==> src/rtl/audipus_pkg.sv <==
`default_nettype none
// ============================================================================
//  Module      : audipus_pkg
//  Description : Shared types and constants for the SRAM arbiter: FSM state
//                encoding and requester identifiers.
//  Revision    : 1.0 - initial release
// ============================================================================
package audipus_pkg;

    // Arbiter FSM states, 2-bit encoding
    typedef enum logic [1:0] {
        IDLE  = 2'd0,
        ISSUE = 2'd1,
        WAIT  = 2'd2
    } arb_state_t;

    // Requester identifiers, also driven on grant_id
    localparam logic [1:0] ID_AW   = 2'd0;
    localparam logic [1:0] ID_AR   = 2'd1;
    localparam logic [1:0] ID_CPU  = 2'd2;
    localparam logic [1:0] ID_NONE = 2'd3;

endpackage
`default_nettype wire

==> src/rtl/sram_arb_priority.sv <==
`default_nettype none
// ============================================================================
//  Module      : sram_arb_priority
//  Description : Combinational winner select. Fixed order aw > ar > cpu, with
//                the CPU promoted once it has lost CPU_MAX_WAIT audio grants.
//  Revision    : 1.0 - initial release
// ============================================================================
module sram_arb_priority
    import audipus_pkg::*;
#(
    parameter int CPU_MAX_WAIT = 4
) (
    input  logic       aw_req,
    input  logic       ar_req,
    input  logic       cpu_req,
    input  logic [2:0] starve_cnt,
    output logic [1:0] winner
);

    logic w_cpu_promoted;

    assign w_cpu_promoted = cpu_req && (int'(starve_cnt) >= CPU_MAX_WAIT);

    // Promoted CPU overrides audio; otherwise plain fixed priority
    always_comb begin
        winner = ID_NONE;
        if (w_cpu_promoted) begin
            winner = ID_CPU;
        end else if (aw_req) begin
            winner = ID_AW;
        end else if (ar_req) begin
            winner = ID_AR;
        end else if (cpu_req) begin
            winner = ID_CPU;
        end
    end

endmodule
`default_nettype wire

==> src/rtl/sram_arbiter.sv <==
`default_nettype none
// ============================================================================
//  Module      : sram_arbiter
//  Description : Serializes audio write, audio read and CPU byte requests onto
//                one SQI engine command channel, with anti-starvation for the
//                CPU and a response watchdog that recovers a stalled engine.
//  Revision    : 1.0 - initial release
// ============================================================================
module sram_arbiter
    import audipus_pkg::*;
#(
    parameter int ADDR_W       = 17,
    parameter int CPU_MAX_WAIT = 4,
    parameter int TIMEOUT      = 1023
) (
    input  logic              clk,
    input  logic              reset,
    input  logic              aw_req,
    input  logic [ADDR_W-1:0] aw_addr,
    input  logic [15:0]       aw_data,
    output logic              aw_done,
    input  logic              ar_req,
    input  logic [ADDR_W-1:0] ar_addr,
    output logic              ar_done,
    output logic [15:0]       ar_data,
    input  logic              cpu_req,
    input  logic              cpu_we,
    input  logic [ADDR_W-1:0] cpu_addr,
    input  logic [7:0]        cpu_wdata,
    output logic              cpu_done,
    output logic [7:0]        cpu_rdata,
    output logic              cmd_valid,
    input  logic              cmd_ready,
    output logic              cmd_we,
    output logic [ADDR_W-1:0] cmd_addr,
    output logic [15:0]       cmd_wdata,
    output logic              cmd_len2,
    input  logic              rsp_valid,
    input  logic [15:0]       rsp_rdata,
    output logic              busy,
    output logic              timeout_err,
    input  logic              err_clr,
    output logic [1:0]        grant_id
);

    // Watchdog counts 0..TIMEOUT-1 inside one state; the last value fires
    localparam int              WD_W    = (TIMEOUT > 1) ? $clog2(TIMEOUT) : 1;
    localparam logic [WD_W-1:0] WD_LAST = WD_W'(TIMEOUT - 1);

    arb_state_t        r_state;
    arb_state_t        w_next_state;
    logic [1:0]        w_winner;
    logic              w_grant;
    logic              w_advance;
    logic              w_rsp_ok;
    logic              w_timeout;
    logic              w_finish;

    logic [1:0]        r_owner;
    logic              r_we;
    logic [ADDR_W-1:0] r_addr;
    logic [15:0]       r_wdata;
    logic              r_len2;
    logic              r_cmd_valid;
    logic              r_busy;
    logic [1:0]        r_grant_id;
    logic [WD_W-1:0]   r_wd_cnt;
    logic [2:0]        r_starve_cnt;
    logic              r_timeout_err;
    logic              r_aw_done;
    logic              r_ar_done;
    logic              r_cpu_done;
    logic [15:0]       r_ar_data;
    logic [7:0]        r_cpu_rdata;

    sram_arb_priority #(
        .CPU_MAX_WAIT (CPU_MAX_WAIT)
    ) u_priority (
        .aw_req     (aw_req),
        .ar_req     (ar_req),
        .cpu_req    (cpu_req),
        .starve_cnt (r_starve_cnt),
        .winner     (w_winner)
    );

    // Handshake and completion qualifiers; a real response or handshake in the
    // same cycle as the watchdog limit takes precedence over the timeout
    assign w_rsp_ok  = (r_state == WAIT) && rsp_valid;
    assign w_advance = ((r_state == ISSUE) && cmd_ready) || w_rsp_ok;
    assign w_timeout = (r_state != IDLE) && !w_advance && (r_wd_cnt == WD_LAST);
    assign w_finish  = w_rsp_ok || w_timeout;

    // State register
    always_ff @(posedge clk or posedge reset) begin
        if (reset) begin
            r_state <= IDLE;
        end else begin
            r_state <= w_next_state;
        end
    end

    // Next-state and grant decode
    always_comb begin
        w_next_state = r_state;
        w_grant      = 1'b0;
        case (r_state)
            IDLE: begin
                if (w_winner != ID_NONE) begin
                    w_grant      = 1'b1;
                    w_next_state = ISSUE;
                end
            end
            ISSUE: begin
                if (cmd_ready) begin
                    w_next_state = WAIT;
                end else if (w_timeout) begin
                    w_next_state = IDLE;
                end
            end
            WAIT: begin
                if (w_finish) begin
                    w_next_state = IDLE;
                end
            end
            default: w_next_state = IDLE;
        endcase
    end

    // Registered status outputs follow the next state so they align with it
    always_ff @(posedge clk or posedge reset) begin
        if (reset) begin
            r_cmd_valid <= 1'b0;
            r_busy      <= 1'b0;
            r_grant_id  <= ID_NONE;
        end else begin
            r_cmd_valid <= (w_next_state == ISSUE);
            r_busy      <= (w_next_state != IDLE);
            if (w_next_state == IDLE) begin
                r_grant_id <= ID_NONE;
            end else if (w_grant) begin
                r_grant_id <= w_winner;
            end
        end
    end

    // Payload latch at grant, already mapped to engine command format
    always_ff @(posedge clk or posedge reset) begin
        if (reset) begin
            r_owner <= ID_NONE;
            r_we    <= 1'b0;
            r_addr  <= '0;
            r_wdata <= '0;
            r_len2  <= 1'b0;
        end else if (w_grant) begin
            r_owner <= w_winner;
            case (w_winner)
                ID_AW: begin
                    r_we    <= 1'b1;
                    r_addr  <= aw_addr;
                    r_wdata <= aw_data;
                    r_len2  <= 1'b1;
                end
                ID_AR: begin
                    r_we    <= 1'b0;
                    r_addr  <= ar_addr;
                    r_wdata <= '0;
                    r_len2  <= 1'b1;
                end
                default: begin
                    r_we    <= cpu_we;
                    r_addr  <= cpu_addr;
                    r_wdata <= {8'h00, cpu_wdata};
                    r_len2  <= 1'b0;
                end
            endcase
        end
    end

    // Watchdog: restarts on every state change, counts while a transfer is open
    always_ff @(posedge clk or posedge reset) begin
        if (reset) begin
            r_wd_cnt <= '0;
        end else if (w_next_state != r_state) begin
            r_wd_cnt <= '0;
        end else if (r_state != IDLE) begin
            r_wd_cnt <= r_wd_cnt + 1'b1;
        end
    end

    // Starvation counter: audio wins while the CPU waits push it up (saturating)
    always_ff @(posedge clk or posedge reset) begin
        if (reset) begin
            r_starve_cnt <= 3'd0;
        end else if (r_state == IDLE) begin
            if (!cpu_req || (w_winner == ID_CPU)) begin
                r_starve_cnt <= 3'd0;
            end else if (w_grant && (r_starve_cnt != 3'd7)) begin
                r_starve_cnt <= r_starve_cnt + 3'd1;
            end
        end
    end

    // Completion pulses and read data; a timed-out read returns zero
    always_ff @(posedge clk or posedge reset) begin
        if (reset) begin
            r_aw_done   <= 1'b0;
            r_ar_done   <= 1'b0;
            r_cpu_done  <= 1'b0;
            r_ar_data   <= '0;
            r_cpu_rdata <= '0;
        end else begin
            r_aw_done  <= w_finish && (r_owner == ID_AW);
            r_ar_done  <= w_finish && (r_owner == ID_AR);
            r_cpu_done <= w_finish && (r_owner == ID_CPU);
            if (w_finish && (r_owner == ID_AR)) begin
                r_ar_data <= w_rsp_ok ? rsp_rdata : 16'h0000;
            end
            if (w_finish && (r_owner == ID_CPU) && !r_we) begin
                r_cpu_rdata <= w_rsp_ok ? rsp_rdata[7:0] : 8'h00;
            end
        end
    end

    // Sticky timeout flag; a new timeout beats a simultaneous clear
    always_ff @(posedge clk or posedge reset) begin
        if (reset) begin
            r_timeout_err <= 1'b0;
        end else if (w_timeout) begin
            r_timeout_err <= 1'b1;
        end else if (err_clr) begin
            r_timeout_err <= 1'b0;
        end
    end

    assign cmd_valid   = r_cmd_valid;
    assign cmd_we      = r_we;
    assign cmd_addr    = r_addr;
    assign cmd_wdata   = r_wdata;
    assign cmd_len2    = r_len2;
    assign busy        = r_busy;
    assign grant_id    = r_grant_id;
    assign timeout_err = r_timeout_err;
    assign aw_done     = r_aw_done;
    assign ar_done     = r_ar_done;
    assign cpu_done    = r_cpu_done;
    assign ar_data     = r_ar_data;
    assign cpu_rdata   = r_cpu_rdata;

endmodule
`default_nettype wire
==> config.mk <==
export PLATFORM = sky130hd
export DESIGN_NAME = sram_arbiter
export DESIGN_NICKNAME = d
export VERILOG_FILES = /design/src/rtl/audipus_pkg.sv /design/src/rtl/sram_arb_priority.sv /design/src/rtl/sram_arbiter.sv
export SDC_FILE = /design/constraint.sdc
export NUM_CORES = 1
export LEC_CHECK = 0
export CAP_MARGIN = 15
export CELL_PAD_IN_SITES_DETAIL_PLACEMENT = 1
export CELL_PAD_IN_SITES_GLOBAL_PLACEMENT = 2
export CORE_MARGIN = 4
export CORE_UTILIZATION = 23
export DETAILED_ROUTE_END_ITERATION = 10
export PLACE_DENSITY_LB_ADDON = 0.08
export SYNTH_ARGS = -nofsm -noshare
export SYNTH_HDL_FRONTEND = slang
export SYNTH_HIERARCHICAL = 1
export SYNTH_SLANG_ARGS = --single-unit
==> constraint.sdc <==
create_clock -name clk -period 2.6 [get_ports clk]
set_input_delay 0.52 -clock clk [delete_from_list [all_inputs] [get_ports clk]]
set_output_delay 0.52 -clock clk [all_outputs]
set_load 0.02 [all_outputs]
== Word level (Yosys, flattened, before mapping) ==
Cells that the tools add are included.
Word-level totals
  bits in registers: 84
  output and inout bits: 67
  word-level logic and storage cells: 84
  input port bits: 100
Cells by class
  reduce and logical (&&, ||, !) cells: 28
  equality and inequality tests: 11
  add/sub/neg operators: 2
  $lt $le $gt $ge: 1
  mux-type cells: 25
Operators by type and width (count)
  17-bit case mux with 2 select lines: 1
  16-bit case mux with 2 select lines: 1
  10-bit 2-to-1 mux: 2
  2-bit 2-to-1 mux: 9
  16-bit 2-to-1 mux: 1
  2-bit nonzero test: 6
  10-bit by 1-bit adder with 10-bit output, second input constant: 1
  10-bit == test, second input constant: 1
  1-bit logical AND: 10
  2-bit by 1-bit == test with 1-bit output, second input constant: 4
  2-bit logical NOT: 4
  8-bit 2-to-1 mux: 1
  2-bit == test, second input constant: 3
  1-bit 2-to-1 mux: 6
  3-bit 2-to-1 mux: 2
  2-bit case mux with 3 select lines: 1
  3-bit by 1-bit adder with 3-bit output, second input constant: 1
  3-bit greater-or-equal comparator, second input constant: 1
  1-bit logical NOT: 3
  1-bit logical OR: 3
  3-bit inequality test, second input constant: 1
  2-bit inequality test: 1
  2-bit inequality test, second input constant: 1
  1-bit case mux with 2 select lines: 1
  other kinds (2): 2

== Logic depth before layout (Yosys ltp) ==
  word-level depth: 11
  gate-level depth with buffers: 8
  gate-level depth less buffers: 6

== By module ==
Netlist, hierarchy kept.
Modules (own cells, without submodules)
  sram_arbiter: area an instance 4122.7 um^2, seq. area each 2107.0 um^2, instances 1, cells each 418
  sram_arb_priority: area an instance 23.8 um^2, seq. area each 0.0 um^2, instances 1, cells each 4

== Least setup slack after synthesis ==
Ideal clock, no wire load.
  kind: in2reg
  from: in ar_req
  to: reg r_addr[0], in the netlist cmd_addr[0]
  data required time: 2.467 ns
  path slack: 0.858 ns
  buffers on the path: 2
  library setup time: 0.133 ns
  stages on the path: 8
  arrival time: 1.609 ns
  cell sequence: nand2b_1 > a21oi_2 > buf_4 > buf_2 > mux2i_1 > nor2_1 > a21oi_1 > o21ai_0
Between the ends
  word-level cells in the longest chain between the ends: 6
  elaborated cells on any way between the ends: 9
  classes of those cells: 2 x eq/ne; 6 x mux; 1 x reduce/logical
RTL lines
  from (decl): RTL line sram_arbiter.sv:22  | input logic ar_req,
  2-bit 2-to-1 mux (*): RTL line sram_arb_priority.sv:31  | end else if (ar_req) begin
  2-bit 2-to-1 mux (*): RTL line sram_arb_priority.sv:29  | end else if (aw_req) begin
  2-bit 2-to-1 mux (*): RTL line sram_arb_priority.sv:27  | if (w_cpu_promoted) begin
  net w_winner[0]: RTL line sram_arbiter.sv:52  | logic [1:0] w_winner;
  2-bit inequality test: RTL line sram_arbiter.sv:108  | if (w_winner != ID_NONE) begin
  1-bit 2-to-1 mux: RTL line sram_arbiter.sv:108
  1-bit 2-to-1 mux: RTL line sram_arbiter.sv:106  | case (r_state)
  to (signal assigned): RTL line sram_arbiter.sv:159  | r_addr <= aw_addr;
  to (signal assigned): RTL line sram_arbiter.sv:165  | r_addr <= ar_addr;
  to (signal assigned): RTL line sram_arbiter.sv:171  | r_addr <= cpu_addr;
  to (decl): RTL line sram_arbiter.sv:61  | logic [ADDR_W-1:0] r_addr;
Mark *: on every way through the listed nets, which the timed path passes. The rest lies on a longest branch.
A chain may end at the register's enable or synchronous reset.

== Worst setup path in the final report ==
  from: reg r_wd_cnt[0]
  to: reg r_aw_done, in the netlist aw_done
Between the ends
  word-level cells in the longest chain between the ends: 4
RTL lines
  from (decl): RTL line sram_arbiter.sv:67  | logic [WD_W-1:0] r_wd_cnt;
  from (signal assigned): RTL line sram_arbiter.sv:186  | r_wd_cnt <= r_wd_cnt + 1'b1;
  10-bit == test: RTL line sram_arbiter.sv:90  | assign w_timeout = (r_state != IDLE) && !w_advance && (r_wd_cnt == WD_LAST);
  1-bit logical AND: RTL line sram_arbiter.sv:90
  1-bit logical OR: RTL line sram_arbiter.sv:91  | assign w_finish = w_rsp_ok || w_timeout;
  1-bit logical AND: RTL line sram_arbiter.sv:212  | r_aw_done <= w_finish && (r_owner == ID_AW);
  to (signal assigned): RTL line sram_arbiter.sv:212
  to (decl): RTL line sram_arbiter.sv:70  | logic r_aw_done;
Every way passes these cells.

==> results.yml <==
sta:
  hold_violations: 0
  fmax_mhz: 473.6
  worst_pin_slew_ns: 0.8013
  tns_ns: 0
  finalCritPeriodShare_pct: 81.22
  slew_violations: 0
  fin_skew_ns: 0.008770
  setup_viol: 0
  rsz0062_at_grt: "false"
  maxSlewHeadroom_pct: 46.38
  finalCriticalPeriod_ns: 2.112
cts:
  cts_max_level: 3
  ctsHoldBuffers: 0
  cts.repair.resized: 0
  clockBufferDepth: 2
  insertion_delay_ns: 0.34
  path_clk_slew_ns: 0.06
  root_buffer: "clkbuf_16"
  clock_sinks: 84
  cts_setup_buffers: 0
  cts_made_buffers: 9
  cts_tree: "done"
power_and_ir_drop:
  power.density_nw_per_um2: 969.2
  vdd_drop_max_mv: 0.3250
  p_leak_nw: 2.871
logic_synthesis:
  synth_top_family_by_area: "compound AO/OA/AOI/OAI gates"
  synth-simple-area-share_pct: 15.81
  synth_edf_count: 0
  netlist.area_leader.share_pct: 48.28
  ys_seq_area_share_pct: 50.81
  synth_seq_cells: 84
  synth_mux_area_share_pct: 4.617
  synth-compound-area-share_pct: 19.76
  ys.flop_type: "dfrtp_1"
  syn_inst: 422
  synth_area_leader_cell: "dfrtp_1"
  syn_area_per_cell_sq_um: 9.826
  synth_cell_type_count: 45
  synthXorXnorAreaFrac_pct: 1.901
  synth_nets: 526
  synthTopCellsByArea: "dfrtp_1 48%, a21oi_1 5.3%, o21ai_0 4.9%, mux2i_1 4.3%, nor2_1 3.3%"
  synth-async-reset-ratio_pct: 100.0
  ys_warn_count: 6
  syn-cell-area_sq_um: 4146
  synth_fa_ha_area_share_pct: 1.207
worst_setup_path:
  slowest_delay_ns: 0.69
  path_max_fanout: 27
  start_kind: "flip-flop"
  end_kind: "flip-flop"
  cp_cell_sequence: "inv_1, ha_1, and2_1, nand4_4, o21ai_4, nor3b_2"
  critPathRequiredTime_ns: 2.86
  crit_type: "flip-flop to flip-flop"
  crit_arrival_ns: 2.37
  slowest_stage: "o21ai_4"
layout:
  nFillCells: 1917
  n_antenna_cell: 0
  fin_util_pct: 37.09
  drive_gt1_share_pct: 9.259
  areaGrowthSynthToFinish_pct: 56.34
  final_nets: 693
detailed_routing:
  ant_nets: 0
  vias: 3710
  drt_iter0_drc: 111
  wl_um: 13630
  via_per_inst: 4.530
  routedWlPerCell_um: 16.64
  firstDrtPassIters: 4
  drc_errors: 0
placement:
  gp_congestion: 0.7420
  hpwl_um: 10360
  place.port_buffers: 166
floorplanning:
  ios: 167
  die_h_um: 142.3
  core_area_sq_um: 17480
  start_util_pct: 23.73
  die_w_um: 142.3
  num_rows: 48
  die-area_sq_um: 20240
grt:
  grt_start_max_net_pins: 47
  grt_pass1_wl_um: 22000
  grt_pass1_vias: 4089
  antenna_found_initial: 0
  globalRouteOverflowTotal: 0
  grt_util_all_layers_pct: 13.72
run:
  drv_cap: 0
worst_hold_path:
  hold_path.class: "flip-flop to flip-flop"
status:
  status: "complete, no violations"
-- synthesized netlist by cell type (2+ instances only) --
| cell type | number |
|---|---|
| buf_6 | 3 |
| nand3b_1 | 2 |
| a21oi_1 | 44 |
| mux2i_1 | 18 |
| xor2_1 | 8 |
| dfstp_2 | 4 |
| and3_1 | 17 |
| buf_4 | 3 |
| nand2_1 | 27 |
| and2_1 | 4 |
| dfrtp_1 | 80 |
| nand3_1 | 4 |
| nand2b_1 | 4 |
| a22oi_1 | 16 |
| o21ai_2 | 11 |
| o21ai_0 | 41 |
| ha_1 | 4 |
| and3b_1 | 3 |
| nor2b_1 | 2 |
| buf_2 | 8 |
| nor2_1 | 36 |
| nand4_1 | 3 |
| inv_1 | 29 |
| clkbuf_1 | 9 |
| o21ai_1 | 3 |
| a22o_1 | 11 |
| nor3b_1 | 10 |
-- layer usage --
| layer | global-route usage [%] | vias to the layer above | part of all wire (%) |
|---|---|---|---|
| li1 | - | 1806 | - |
| met1 | 17.04 | 1778 | 43 |
| met2 | 22.19 | 113 | 47 |
| met3 | 4.906 | 13 | 8.3 |
| met4 | 4.646 | 0 | 1.5 |
| met5 | 0 | - | 0 |
-- per-stage QoR --
step | instances | power (W) | hold slack (ns) | instance area [sq um] | worst slack [ns]
after floorplan | 422 | 0.003570 | 0.4772 | 4150 | 0.8582
after global placement | 803 | 0.004802 | 0.4623 | 6132 | 0.2841
after detailed placement | 803 | 0.004857 | 0.4704 | 6132 | 0.2058
after CTS | 819 | 0.006428 | 0.4844 | 6482 | 0.4161
after global routing | 819 | 0.006740 | 0.5075 | 6482 | 0.3314
final | 819 | 0.006283 | 0.4757 | 6482 | 0.4883
-- layout by cell type, fill, tap and decap left out, types with 10 or more instances in the layout --
cell / synthesis / routed
clkdlybuf4s50_1: 0 / 166
mux2i_1: 18 / 18
nor3b_1: 10 / 10
nor2_1: 36 / 36
o21ai_0: 41 / 40
a22o_1: 11 / 11
o21ai_2: 11 / 11
and3_1: 17 / 17
a22oi_1: 16 / 16
buf_4: 3 / 10
dfrtp_1: 80 / 80
nand2_1: 27 / 27
a21oi_1: 44 / 44
inv_1: 29 / 28
-- path summary, 6_finish.rpt --
check | cells after the start | from | endpoint | slack [ns]
worst max-delay path | 6 | r_wd_cnt[0] | aw_done | 0.49
worst min-delay path | 2 | cmd_addr[4] | cmd_addr[4] | 0.48
worst max register to register | 6 | r_wd_cnt[0] | aw_done | 0.49
worst min register to register | 2 | cmd_addr[4] | cmd_addr[4] | 0.48
max in group asynchronous | 3 | reset | cmd_wdata[3] | 1.39
min in group asynchronous | 2 | reset | r_state[0] | 0.59
-- sequential cells by signal, indices dropped and copies added, names as in the netlist, 2 cells and up --
register      cells
r_wd_cnt         10
cmd_addr         17
grant_id          2
r_starve_cnt      3
ar_data          16
r_owner           2
r_state           2
cmd_wdata        16
cpu_rdata         8
-- critical path: cells and delay by family, from the launching register on --
family	cells	cell delay, ns
compound gates	1	0.69
simple gates	3	0.64
flops	1	0.40
fa+ha+maj	1	0.19
buf+inv	1	0.10
-- final cells by class --
cell class / instances / area [sq um] / share of cell area (%)
flip-flops and latches: 84 / 2107 / 32.50
repair buffers: 180 / 1817 / 28.03
multi-input cells: 285 / 1814 / 27.99
well taps: 225 / 281.5 / 4.343
clock buffers: 11 / 242.7 / 3.744
inverters: 29 / 112.6 / 1.737
clock inverters: 5 / 107.6 / 1.660
-- where the power goes --
group	total, W	switching [W]	internal, W	leakage [nW]
sequential	0.00203	0.000305	0.00172	0.976
combinational	0.00275	0.00148	0.00126	1.72
clock	0.00151	0.000541	0.000971	0.170
total	0.00628	0.00233	0.00395	2.87
-- kinds of logic (layout without fill, tap and decap cells) --
group,after synthesis,count (layout)
AOI/OAI and AO/OA,132,132
xor gates and xnor gates,9,9
adders and majority gates,4,4
buffers and inverters,53,225
DFF,84,84
muxes,19,19
and+or+nand+nor,121,121
Power figures use the tool's default switching activity.
